File: config.mk
export PLATFORM = sky130hd
export DESIGN_NAME = imem_arb
export DESIGN_NICKNAME = d
export VERILOG_FILES = /design/src/rtl/imem_arb.sv
export SDC_FILE = /design/constraint.sdc
export NUM_CORES = 1
export LEC_CHECK = 0
export ABC_CLOCK_PERIOD_IN_PS = 5800
export BUFFER_PORTS_ARGS = -buffer_cell sky130_fd_sc_hd__clkbuf_2
export CORE_MARGIN = 5
export CORE_UTILIZATION = 43
export CTS_CLUSTER_SIZE = 40
export DETAILED_ROUTE_END_ITERATION = 8
export HOLD_SLACK_MARGIN = 0.02
export MAX_ROUTING_LAYER = met4
export PLACE_DENSITY = 0.85
export RECOVER_POWER = 25
export SETUP_SLACK_MARGIN = 0.5
export SLEW_MARGIN = 25
export SYNTH_ARGS = -nofsm -noshare
export SYNTH_HDL_FRONTEND = slang
export SYNTH_SLANG_ARGS = --single-unit
export TNS_END_PERCENT = 5
File: constraint.sdc
create_clock -name clk -period 5.8 [get_ports clk]
set_clock_uncertainty 0.2 [all_clocks]
set_input_delay 1.16 -clock clk [delete_from_list [all_inputs] [get_ports clk]]
set_output_delay 1.16 -clock clk [all_outputs]
set_load 0.005 [all_outputs]
File: src/rtl/imem_arb.sv
// rtl/imem_arb.sv - two-requester instruction memory read arbiter
// Fetch has priority; debug wins after MAXWAIT consecutive denied cycles.
module imem_arb #(
  parameter int AW      = 32,
  parameter int DW      = 32,
  parameter int MAXWAIT = 4
) (
  input  logic          clk,
  input  logic          rst,
  input  logic          f_req,
  input  logic [AW-1:0] f_addr,
  output logic          f_gnt,
  output logic          f_valid,
  output logic [DW-1:0] f_inst,
  input  logic          d_req,
  input  logic [AW-1:0] d_addr,
  output logic          d_gnt,
  output logic          d_valid,
  output logic [DW-1:0] d_inst,
  output logic [AW-1:0] mem_addr,
  input  logic [DW-1:0] mem_inst
);

  localparam int WW = (MAXWAIT < 1) ? 1 : $clog2(MAXWAIT + 1);
  localparam logic [WW-1:0] WMAX = WW'(MAXWAIT);

  typedef enum logic [1:0] {IDLE, FETCH, DEBUG} state_t;

  state_t        state, state_nx;
  logic [WW-1:0] wcnt, wcnt_nx;
  logic [AW-1:0] addr_q;

  // Grants are gated by rst so nothing is issued while reset is held.
  always_comb begin
    f_gnt    = 1'b0;
    d_gnt    = 1'b0;
    state_nx = IDLE;
    wcnt_nx  = '0;
    mem_addr = addr_q;
    if (!rst) begin
      f_gnt = f_req && (wcnt < WMAX);
      d_gnt = d_req && (!f_req || (wcnt == WMAX));
    end
    if (f_gnt) begin
      state_nx = FETCH;
      mem_addr = f_addr;
    end else if (d_gnt) begin
      state_nx = DEBUG;
      mem_addr = d_addr;
    end
    if (d_req && !d_gnt)
      wcnt_nx = (wcnt == WMAX) ? wcnt : wcnt + WW'(1);
  end

  assign f_valid = (state == FETCH);
  assign d_valid = (state == DEBUG);

  always_ff @(posedge clk or posedge rst) begin
    if (rst) begin
      state  <= IDLE;
      wcnt   <= '0;
      addr_q <= '0;
      f_inst <= '0;
      d_inst <= '0;
    end else begin
      state <= state_nx;
      wcnt  <= wcnt_nx;
      if (f_gnt || d_gnt)
        addr_q <= mem_addr;
      if (f_gnt)
        f_inst <= mem_inst;
      if (d_gnt)
        d_inst <= mem_inst;
    end
  end

endmodule

==> metrics <==
Max-Slew Margin vs Limit -27.30%; GRT Overall Usage 17.82%; post-layout utilization of the core 55.37%; Remaining Overflow, GRT 0; final-report setup violation count 0; FF+latch count, synth 101; TritonCTS clock tree yes; Tightest Pin Transition 1909 ps; type of destination of the critical path output pin; area delta synth->final 27.14%; achievable clock frequency 0.2343 GHz; classification of the worst setup path in -> out; wire per inst 16.65 µm; YS warnings 0; DRC violation count after routing 0; clock-pin slew on the worst setup and hold paths 90 ps; Min Clock Period, post-route 4267 ps; cell area after synthesis 0.004436 mm²; number of sinks driven by the clock tree 101; crit share post-route 73.57%; kind of path behind the tightest hold check reg -> reg; Worst Setup Slack post-DPL 1783 ps; sequential cell area fraction in the yosys report 56.98%; setup slack of the critical path after layout 1533 ps; maximum level of the CTS H-tree 3; area of the die 0.01245 mm²; type of element launching the critical path input pin; cell count after synthesis 306; worst vdd ir 0.0001763 V; total routed wirelength 10620 µm; number of resized instances in the post-cts repair step 0; Pleak 2.719 nW; effective utilization at floorplan 43.55%; number of global-route vias before repair 3614; synthesized net count 408; unrepaired setup endpoints after global routing no; CTS buffer count 9; Clock Latency Late Sink 340 ps; worst hold-check slack 314.5 ps; number of hold violations in the final report 0; # diodes 0; total via count in the routed design 3428; num rows 37; Post-Route Setup TNS 0 ps; die span in x 111.6 µm; # port buffers 199; final max-slew violation count 37; maximum number of pins on one net before global-route repair 70; number of DRC violations after detailed-routing iteration 0 342; Post-CTS Setup Inserts 0; Detail Route Antenna Nets 0; post-synth cell types 20; wire length of the first global-routing pass 18040 µm; core box area 0.01018 mm²; max-capacitance violation count 1; fraction of final layout cells sized beyond drive strength 1 53.39%; initial antenna violation count 0; cell chosen for the clock root clkbuf_8; Chip Height 111.6 µm; number of nets in the layout 599; violations in the final reports capacitance limit, slew limit; hpwl dp 7811 µm; number of fillers in the final layout 903; average instance area after synthesis 14.50 µm²; P per Cell Area 307.1 mW/mm²; data arrival at the endpoint of the critical path 2910 ps; number of detailed-routing iterations run before antenna repair 4; number of hold buffers added after cts 0; status finished with violations; num ports 200; peak fanout along the critical path 64; RD Place Congestion 0.8780; maximum number of buffers from clock root to sink 2; average via count per standard cell 5.373; Req. time, crit path 4440 ps
[final cells by class]
class | count | area (µm²) | area share (%)
multi-input combinational | 178 | 1730 | 30.69
sequential | 101 | 2527 | 44.82
clock buffer | 9 | 123.9 | 2.197
clock inverter | 7 | 70.07 | 1.243
timing repair buffer | 204 | 1005 | 17.82
inverter | 3 | 12.51 | 0.2219
tap | 136 | 170.2 | 3.018
[cells in the final DEF (no fill, tap or decap), types with 3 or more instances in the layout]
cell type / Yosys / routed
clkbuf_2: 0 / 179
dfrtp_1: 101 / 101
a221o_1: 64 / 64
mux2_2: 64 / 64
and2_1: 32 / 32
clkbuf_1: 2 / 20
clkbuf_8: 0 / 9
buf_4: 0 / 4
clkinv_4: 0 / 3
[flip-flops by register name, indices dropped and copies added (netlist names)]
| name | cells |
|---|---|
| wcnt | 3 |
| addr_q | 32 |
| d_inst | 32 |
| f_inst | 32 |
| state | 2 |
[cells in the mapped netlist]
master	count	area, µm²
nor4b_2	1	15.01
a21bo_1	1	10.01
and2_1	32	200.2
nand2_1	2	7.510
clkbuf_1	2	7.510
xnor2_1	1	8.760
nor3b_2	1	12.51
dfrtp_1	101	2527
nor2b_1	2	12.51
a221o_1	64	640.6
a31oi_2	1	12.51
ha_1	2	25.02
and3_1	2	12.51
mux2i_1	1	10.01
inv_1	3	11.26
nor3b_1	2	15.01
buf_2	11	55.05
mux2_2	64	720.7
buf_6	11	123.9
nor2_1	2	7.510
[final timing paths]
kind / start / slack [ps] / end / depth (start not counted)
max: rst / 1530 / mem_addr[14] / 6
min: f_inst[25] / 310 / f_inst[25] / 1
min reg2reg: f_inst[25] / 310 / f_inst[25] / 1
min in group asynchronous: rst / 620 / state[1] / 2
max reg2reg: wcnt[0] / 3000 / d_inst[14] / 6
max in group asynchronous: rst / 2160 / f_inst[2] / 4
[logic make-up (layout without fill, tap and decap cells)]
kind of cell | Yosys count | in the layout | share of synthesized area (%)
adders and majority gates | 2 | 2 | 0.5641
buffers and inverters | 27 | 223 | 4.457
xor gates and xnor gates | 1 | 1 | 0.1975
AOI/OAI and AO/OA | 66 | 66 | 14.95
and+or+nand+nor | 44 | 44 | 6.375
DFF | 101 | 101 | 56.98
muxes | 65 | 65 | 16.47
[power breakdown]
group	total [mW]	internal, mW	switching (mW)
Clock	0.423	0.167	0.257
Sequential	0.896	0.828	0.0683
Combinational	0.412	0.235	0.177
Total	1.73	1.23	0.502
[per-stage QoR]
stage          area (µm²)  power, mW  instances
4_1_cts              5670      1.770        638
3_5_place_dp         5477      1.338        622
2_1_floorplan        4439      1.126        306
3_3_place_gp         5477      1.316        622
6_report             5639      1.732        638
5_1_grt              5639      1.849        638
[metal layers]
layer	GRT usage (%)	up-vias	share of wire (%)
met5	-	-	0
met4	4.298	0	1.4
met3	4.946	13	7.6
met2	28.79	148	49
met1	22.43	1699	42
li1	-	1568	-
[worst max-delay path, cell delays in order]
cell	delay, ps
clkbuf_1	180
clkinvlp_2	410
a31oi_4	240
buf_4	500
a221o_1	260
clkbuf_2	110
Note: power is estimated with default switching activity, not from simulation.
